$ cat config.mk
export PLATFORM = sky130hd
export DESIGN_NAME = stream_mux_rr_flat
export DESIGN_NICKNAME = d
export VERILOG_FILES = /design/src/rtl/stream_mux_rr_pkg.sv /design/src/rtl/stream_mux_rr_if.sv /design/src/rtl/stream_mux_rr_arbiter.sv /design/src/rtl/stream_mux_rr.sv /design/src/flat_wrapper.sv
export SDC_FILE = /design/constraint.sdc
export NUM_CORES = 1
export LEC_CHECK = 0
export ABC_CLOCK_PERIOD_IN_PS = 2720
export CORE_MARGIN = 2
export CORE_UTILIZATION = 37
export DETAILED_ROUTE_END_ITERATION = 6
export PLACE_DENSITY = 0.77
export SLEW_MARGIN = 40
export SYNTH_ARGS = -nofsm -noshare
export SYNTH_HDL_FRONTEND = slang
export SYNTH_HIERARCHICAL = 1
export SYNTH_SLANG_ARGS = --single-unit
$ cat constraint.sdc
create_clock -name clk -period 2.72 [get_ports clk]
set_input_delay 0.408 -clock clk [delete_from_list [all_inputs] [get_ports clk]]
set_output_delay 0.408 -clock clk [all_outputs]
set_load 0.005 [all_outputs]
$ cat src/rtl/stream_mux_rr_pkg.sv
// mux_pkg: shared limits and the round-robin pick helper for stream_mux_rr.
package mux_pkg;
   localparam int MAX_INPUTS = 16;
   localparam int IDX_W = $clog2(MAX_INPUTS);
   typedef struct packed {
      logic             found;
      logic [IDX_W-1:0] idx;
   } pick_t;
   // First valid channel after ptr, wrapping within the n live channels.
   function automatic pick_t rr_pick(input logic [MAX_INPUTS-1:0] valid, input logic [IDX_W-1:0] ptr, input int n);
      pick_t p;
      int k;
      p = '0;
      for (int i = 1; i <= MAX_INPUTS; i++) begin
         k = (int'(ptr) + i) % n;
         if (i <= n && !p.found && valid[k]) begin
            p.found = 1'b1;
            p.idx = IDX_W'(k);
         end
      end
      return p;
   endfunction
endpackage

$ cat src/rtl/stream_mux_rr_if.sv
// stream_mux_rr_if: N input valid/ready streams plus one registered output stream.
interface stream_mux_rr_if #(parameter int N_INPUTS = 4, parameter int BUS_WIDTH = 4);
   localparam int SEL_W = $clog2(N_INPUTS);
   logic [N_INPUTS-1:0]           in_valid;
   logic [N_INPUTS*BUS_WIDTH-1:0] in_data;
   logic [N_INPUTS-1:0]           in_last;
   logic [N_INPUTS-1:0]           in_ready;
   logic                          out_valid;
   logic [BUS_WIDTH-1:0]          out_data;
   logic                          out_last;
   logic [SEL_W-1:0]              out_sel;
   logic                          out_ready;
   modport master (output in_valid, in_data, in_last, out_ready, input in_ready, out_valid, out_data, out_last, out_sel);
   modport slave (input in_valid, in_data, in_last, out_ready, output in_ready, out_valid, out_data, out_last, out_sel);
endinterface

$ cat src/rtl/stream_mux_rr_arbiter.sv
// rr_arbiter: combinational round-robin grant with a pointer that moves to the accepted channel.
module rr_arbiter import mux_pkg::*; #(
   parameter int N_INPUTS = 4,
   localparam int SEL_W = $clog2(N_INPUTS)
) (
   input  logic                clk,
   input  logic                reset,
   input  logic [N_INPUTS-1:0] valid,
   input  logic                accept,
   input  logic [SEL_W-1:0]    accept_idx,
   output logic [SEL_W-1:0]    grant,
   output logic                found
);
   logic [SEL_W-1:0] rr_ptr;
   pick_t pick;
   assign pick = rr_pick(MAX_INPUTS'(valid), IDX_W'(rr_ptr), N_INPUTS);
   assign grant = SEL_W'(pick.idx);
   assign found = pick.found;
   always_ff @(posedge clk)
      if (reset) rr_ptr <= SEL_W'(N_INPUTS - 1);
      else if (accept) rr_ptr <= accept_idx;
endmodule

$ cat src/rtl/stream_mux_rr.sv
// stream_mux_rr: N-to-1 round-robin stream mux with a one-entry output register.
// Define STREAM_MUX_PKT_LOCK_EN to hold the grant on one channel until its last beat.
module stream_mux_rr import mux_pkg::*; #(
   parameter int N_INPUTS = 4,
   parameter int BUS_WIDTH = 4
) (
   input logic clk,
   input logic reset,
   stream_mux_rr_if.slave bus
);
   localparam int SEL_W = $clog2(N_INPUTS);
   logic load_en, found, xfer;
   logic [SEL_W-1:0] pick_idx, g;
`ifdef STREAM_MUX_PKT_LOCK_EN
   logic lock;
   logic [SEL_W-1:0] lock_idx;
   assign g = lock ? lock_idx : pick_idx;
   always_ff @(posedge clk)
      if (reset) begin
         lock <= 1'b0;
         lock_idx <= '0;
      end else if (xfer) begin
         lock <= !bus.in_last[g];
         lock_idx <= g;
      end
`else
   assign g = pick_idx;
`endif
   assign load_en = !bus.out_valid || bus.out_ready;
   assign bus.in_ready = N_INPUTS'(load_en && found) << g;
   assign xfer = load_en && bus.in_valid[g];
   rr_arbiter #(.N_INPUTS(N_INPUTS)) u_arb (
      .clk(clk),
      .reset(reset),
      .valid(bus.in_valid),
      .accept(xfer),
      .accept_idx(g),
      .grant(pick_idx),
      .found(found)
   );
   always_ff @(posedge clk)
      if (reset) begin
         bus.out_valid <= 1'b0;
         bus.out_data <= '0;
         bus.out_last <= 1'b0;
         bus.out_sel <= '0;
      end else if (xfer) begin
         bus.out_valid <= 1'b1;
         bus.out_data <= bus.in_data[int'(g)*BUS_WIDTH +: BUS_WIDTH];
         bus.out_last <= bus.in_last[g];
         bus.out_sel <= g;
      end else if (bus.out_ready) bus.out_valid <= 1'b0;
endmodule
$ cat src/flat_wrapper.sv
// flat-port wrapper written by rule: the top's interface ports become plain ports
module stream_mux_rr_flat import mux_pkg::*;
#(
   parameter int N_INPUTS = 4,
   parameter int BUS_WIDTH = 4
)
  (clk, reset, bus_in_valid, bus_in_data, bus_in_last, bus_out_ready, bus_in_ready, bus_out_valid, bus_out_data, bus_out_last, bus_out_sel);
  stream_mux_rr_if #(.N_INPUTS(N_INPUTS), .BUS_WIDTH(BUS_WIDTH)) bus_i ();
  input logic clk;
  input logic reset;
  input wire logic [$bits(bus_i.in_valid)-1:0] bus_in_valid;
  input wire logic [$bits(bus_i.in_data)-1:0] bus_in_data;
  input wire logic [$bits(bus_i.in_last)-1:0] bus_in_last;
  input wire logic [$bits(bus_i.out_ready)-1:0] bus_out_ready;
  output wire logic [$bits(bus_i.in_ready)-1:0] bus_in_ready;
  output wire logic [$bits(bus_i.out_valid)-1:0] bus_out_valid;
  output wire logic [$bits(bus_i.out_data)-1:0] bus_out_data;
  output wire logic [$bits(bus_i.out_last)-1:0] bus_out_last;
  output wire logic [$bits(bus_i.out_sel)-1:0] bus_out_sel;
  assign bus_i.in_valid = bus_in_valid;
  assign bus_i.in_data = bus_in_data;
  assign bus_i.in_last = bus_in_last;
  assign bus_i.out_ready = bus_out_ready;
  assign bus_in_ready = bus_i.in_ready;
  assign bus_out_valid = bus_i.out_valid;
  assign bus_out_data = bus_i.out_data;
  assign bus_out_last = bus_i.out_last;
  assign bus_out_sel = bus_i.out_sel;
  stream_mux_rr #(.N_INPUTS(N_INPUTS), .BUS_WIDTH(BUS_WIDTH)) u_core (.clk(clk), .reset(reset), .bus(bus_i));
endmodule
## Word level (Yosys, flattened, before mapping)

Index checks and enable logic that the tools add are counted.

| operators by class | value |
|---|---|
| reduce and logical (&&, ||, !) cells | 15 |
| $lt $le $gt $ge | 5 |
| multiplexer cells | 22 |
| add/sub/neg operators | 4 |
| bitwise logic cells | 4 |
| shifts and indexed selects | 2 |

Operator list:

| cell | count |
|---|---|
| < comparator 3 x 6 -> 1 bit (second input constant) | 4 |
| two-way mux 5 bit | 4 |
| variable part select 16 x 5 -> 4 bit | 1 |
| binary-select mux 1 bit (select 3 bit) | 4 |
| two-way mux 1 bit | 12 |
| OR reduction 2 bit | 4 |
| logical AND 1 bit | 5 |
| adder 2 x 1 -> 2 bit (second input constant) | 2 |
| adder 2 bit (second input constant) | 2 |
| AND 1 bit (first input constant) | 4 |
| binary-select mux 1 bit (select 2 bit) | 2 |
| logical NOT 1 bit | 4 |
| << shifter 1 x 2 -> 4 bit | 1 |
| < comparator 2 x 3 -> 1 bit (second input constant) | 1 |
| nonzero test 2 bit | 1 |
| logical OR 1 bit | 1 |

| storage, ports and cells | value |
|---|---|
| register bits | 10 |

## Depth between registers and ports, before layout

| logic depth | value |
|---|---|
| word-level depth | 20 |
| gate-level depth with buffers | 10 |

## By module

Netlist, hierarchy kept.

Modules (own cells, without submodules):

| module | area each (µm²) | seq. area each (µm²) | cells an instance | times used |
|---|---|---|---|---|
| stream_mux_rr | 511.7 | 160.2 | 58 | 1 |
| rr_arbiter | 160.2 | 40.0 | 20 | 1 |

## Worst setup path before layout

OpenSTA, ideal clock, no wires.

| path | value |
|---|---|
| path type | input to register |
| start | input port bus_in_valid[0] |
| end | register u_core.bus.out_data[0] |
| required time | 2592 ps |
| buffers on the path | 1 |
| path slack | 729 ps |
| arrival time | 1863 ps |
| cell stages on the path | 5 |
| cells stage by stage | o311ai_1 buf_2 mux4_2 o21ai_0 a21oi_1 |

| between the ends | value |
|---|---|
| word-level cells in the longest chain between the ends | 16 |
| elaborated cells between the ends (all ways) | 26 |

Ends and longest elaborated chain:

| item | RTL line | text |
|---|---|---|
| start, declared | flat_wrapper.sv:11 | `input wire logic [$bits(bus_i.in_valid)-1:0] bus_in_valid;` |
| parallel branches: the longest is 16 deep, another holds two-way mux 5 bit | - |  |
| end signal, assigned | stream_mux_rr.sv:49 | `bus.out_data <= bus.in_data[int'(g)*BUS_WIDTH +: BUS_WIDTH];` |
| end, declared | stream_mux_rr_if.sv:14 | `modport slave (input in_valid, in_data, in_last, out_ready, output in_ready, out_valid, out_data, out_last, ou ...` |

Parallel ways; which one is timed is not known. The select of a mux whose other input is x is not followed.
A chain may end at the register's enable or synchronous reset.

## Worst setup path in the final report

| path | value |
|---|---|
| start | input port bus_in_valid[3] |
| end | output port bus_in_ready[2] |

| between the ends | value |
|---|---|
| elaborated cells between the ends (all ways) | 24 |

RTL lines:

| item | RTL line | text |
|---|---|---|
| binary-select mux 1 bit (select 3 bit) | stream_mux_rr_pkg.sv:16 | `if (i <= n && !p.found && valid[k]) begin` |
| two-way mux 1 bit (implied by the code) (2 in a row) | stream_mux_rr_pkg.sv:16 |  |
| two-way mux 5 bit | stream_mux_rr_pkg.sv:16 |  |
| logical NOT 1 bit | stream_mux_rr_pkg.sv:16 |  |
| logical AND 1 bit | stream_mux_rr_pkg.sv:16 |  |
| two-way mux 5 bit | stream_mux_rr_pkg.sv:16 |  |
| logical NOT 1 bit | stream_mux_rr_pkg.sv:16 |  |
| logical AND 1 bit | stream_mux_rr_pkg.sv:16 |  |
| two-way mux 5 bit | stream_mux_rr_pkg.sv:16 |  |
| logical NOT 1 bit | stream_mux_rr_pkg.sv:16 |  |
| logical AND 1 bit | stream_mux_rr_pkg.sv:16 |  |
| two-way mux 5 bit * | stream_mux_rr_pkg.sv:16 |  |
| via u_core.g[0] | stream_mux_rr.sv:13 | `logic [SEL_W-1:0] pick_idx, g;` |
| << shifter 1 x 2 -> 4 bit * | stream_mux_rr.sv:30 | `assign bus.in_ready = N_INPUTS'(load_en && found) << g;` |
| end, declared | flat_wrapper.sv:15 | `output wire logic [$bits(bus_i.in_ready)-1:0] bus_in_ready;` |

The timed path passes the listed nets; every way through them passes the cells marked *. The select of a mux whose other input is x is not followed.

==> out/summary.txt <==
R2R depth: 9
Seq/Total Area, Yosys: 29.8%
CP Max Fanout: 6
Syn_nets: 105
P per Cell Area: 616 nW/um2
Layout area overhead: 71.7%
Number of port buffers: 38
Overflow after GRT: 0
CP dominant cell by count: clkdlybuf4s50_1
Max VDD drop: 0.435 mV
Share of cells above drive strength 1: 16.5%
Hold path startpoint: u_core/bus.out_data[0]
CP cell instances: clkdlybuf4s50_1 > nor2b_4 > o21ai_1 > o311ai_4 > nor3_1 > clkdlybuf4s50_1
Fillers: 150
Vias in the first global route: 689
Synth top area share: 29.8%
CP Capture Type: primary output
Final Hold Vio Count: 0
FMAX: 0.383 GHz
N_diodes: 0
CP Class: in2out
Die Width: 46.6 um
Slew at the pin closest to its max-slew limit: 493 ps
Hold endpoint: u_core/bus.out_data[0]
DR WL/cell: 12.4 um
Max cap viols: 0
Initial DRC count: 10
CP top delay family: buffers and inverters
Crit path required time: 2310 ps
Detailed placement HPWL: 1520 um
Die height: 46.6 um
WP data arrival: 2210 ps
CTS tree: yes
Num rows: 15
Final WL: 1810 um
Largest net degree at the start of global routing: 11
Final min period: 2610 ps
Crit path largest cell delay: 520 ps
Min-delay worst type: reg2reg
Initial Util: 39.3%
Latest clock arrival within the worst-skew pair: 260 ps
Via count: 726
Ys Warns: 6
RSZ-0062 raised after global routing: false
Tot Pwr: 711 uW
I/O Pins: 39
DR vias/cell: 4.97
Hold Path Depth: 2
R2R setup slack: 720 ps
Flops & latches, synth: 10
Finished Core Util: 67.5%
# placed instances: 142
Hold_buf cts: 0
Largest area contributor in the netlist: dfxtp_1
Antenna-violating nets left: 0
Fin Clk Skew: 1.49 ps
R2r endpoint: u_core/u_arb/rr_ptr[0]
Residual DRC count: 0
Htree depth: 1
Syn Std Cell Area: 672 um2
Clock Pin Slew Worst Setup and Hold Paths: 60 ps
CTS root buf: clkbuf_4
Unique masters post-synth: 27
Sum of negative setup slack: 0 ps
Routability cong.: 0.760
Crit-path slowest cell: clkdlybuf4s50_1
Leakage power: 0.431 nW
Final number of max-transition violations: 0
Pre-Repair DR Iteration Count: 4
Syn Area/Cell: 8.61 um2
CP bufs+invs: 2
Initial antenna violation count: 0
Gr usage total: 19.1%
Core area: 1710 um2
Synth Instances: 78
Final non-filler cell total: 146
Final net count: 149
CTS buffer count: 3
Final setup vio count: 0
Area contributors post-synth: dfxtp_1, mux4_2, nand3_1
Final period util: 96.1%
Die area: 2170 um2
Worst setup SP type: input pin
Reg-to-reg startpoint: u_core/u_arb/rr_ptr[0]
Global-route wire length before repair: 2950 um
Rel. slew slack: 66.9%
Worst-case clock buffer depth: 2
Clock sink total: 10
Status: complete, no violations
-- layer usage --
metal / GRT usage, % / vias up / share of wire [%]
met5: 0 / - / 0
met4: 3.33 / 0 / 0
met3: 5.88 / 0 / 5.1
met2: 32.2 / 26 / 52
met1: 24.2 / 327 / 42
li1: - / 373 / -
-- where the power goes --
group,switching (mW),internal (mW),total [mW]
clock network,0.0494,0.0812,0.131
logic,0.154,0.224,0.378
registers,0.0219,0.180,0.202
-- cell usage after synthesis --
library cell / instances
a211o_1: 2
a21o_1: 1
a21oi_1: 7
a21oi_2: 2
and3_1: 1
buf_1: 1
buf_2: 2
buf_6: 1
clkbuf_1: 1
dfxtp_1: 10
inv_1: 2
mux2_1: 1
mux2i_1: 1
mux4_2: 5
nand2_1: 4
nand2b_1: 3
nand3_1: 8
nor2_1: 6
nor2_2: 1
nor2b_1: 4
nor2b_4: 1
nor3_1: 3
o21ai_0: 7
o21ai_1: 1
o22ai_1: 1
o311ai_1: 1
or3_1: 1
-- timing repair --
item,in CTS,in global routing
buffers inserted,0,0
endpoints found under the setup margin,0,1
gates resized for setup,0,1
-- sequential cells by signal (all words and copies together), names as in the netlist --
name / cells
u_core/bus.out_data: 4
u_core/bus.out_last: 1
u_core/bus.out_sel: 2
u_core/bus.out_valid: 1
u_core/u_arb/rr_ptr: 2
-- final cells by class --
class | count | area (um2) | area share [%]
Multi-Input combinational cell | 61 | 453 | 39.3
Timing Repair Buffer | 44 | 425 | 36.9
Sequential cell | 10 | 200 | 17.4
Clock buffer | 4 | 36.3 | 3.15
Tap cell | 25 | 31.3 | 2.71
Inverter | 2 | 7.51 | 0.651
-- through the flow --
step | worst slack (ps) | cell area, um2 | hold WS [ps]
4_1_cts | 65.6 | 1140 | 467
3_3_place_gp | 112 | 1110 | 451
2_1_floorplan | 729 | 672 | 460
6_report | 107 | 1150 | 462
3_5_place_dp | 61.4 | 1110 | 457
5_1_grt | 6.16 | 1150 | 492
-- worst max-delay path by stage --
stage          cells after the start       startpoint                      to  slack [ps]
2_1_floorplan                      5  bus_in_valid[0]  u_core/bus.out_data[0]         730
3_3_place_gp                       6  bus_in_valid[3]         bus_in_ready[3]         110
3_5_place_dp                       6  bus_in_valid[3]         bus_in_ready[3]          60
4_1_cts                            6  bus_in_valid[3]         bus_in_ready[3]          70
5_1_grt                            7  bus_in_valid[3]         bus_in_ready[2]           6
6_report                           6  bus_in_valid[3]         bus_in_ready[2]         110
-- kinds of logic after synthesis --
family	after synthesis	synth area share, %
mux	7	19.9
compound gates	22	19.7
buf+inv	7	5.40
flops	10	29.8
simple gates	32	25.1
-- cell usage in the layout (no fill, tap or decap), types with 2 or more instances in the layout --
master | netlist | routed
buf_4 | 0 | 6
mux4_2 | 5 | 5
clkdlybuf4s50_1 | 0 | 38
a21oi_1 | 7 | 7
a211o_1 | 2 | 2
nor2b_1 | 4 | 4
nor3_1 | 3 | 3
o21ai_0 | 7 | 7
nand3_1 | 8 | 8
clkbuf_4 | 0 | 3
nand2_1 | 4 | 4
a21oi_2 | 2 | 2
nor2_1 | 6 | 6
nand2b_1 | 3 | 3
dfxtp_1 | 10 | 10
inv_1 | 2 | 2
-- worst register-to-register path, delay by kind of cell (launching register included) --
kind / cells / cell delay [ps]
AND/OR/NAND/NOR: 4 / 720
AO/OA/AOI/OAI: 3 / 500
flip-flops: 1 / 390
buffers and inverters: 1 / 180
multiplexers: 1 / 110
No activity file was read; power rests on OpenSTA's default activity.
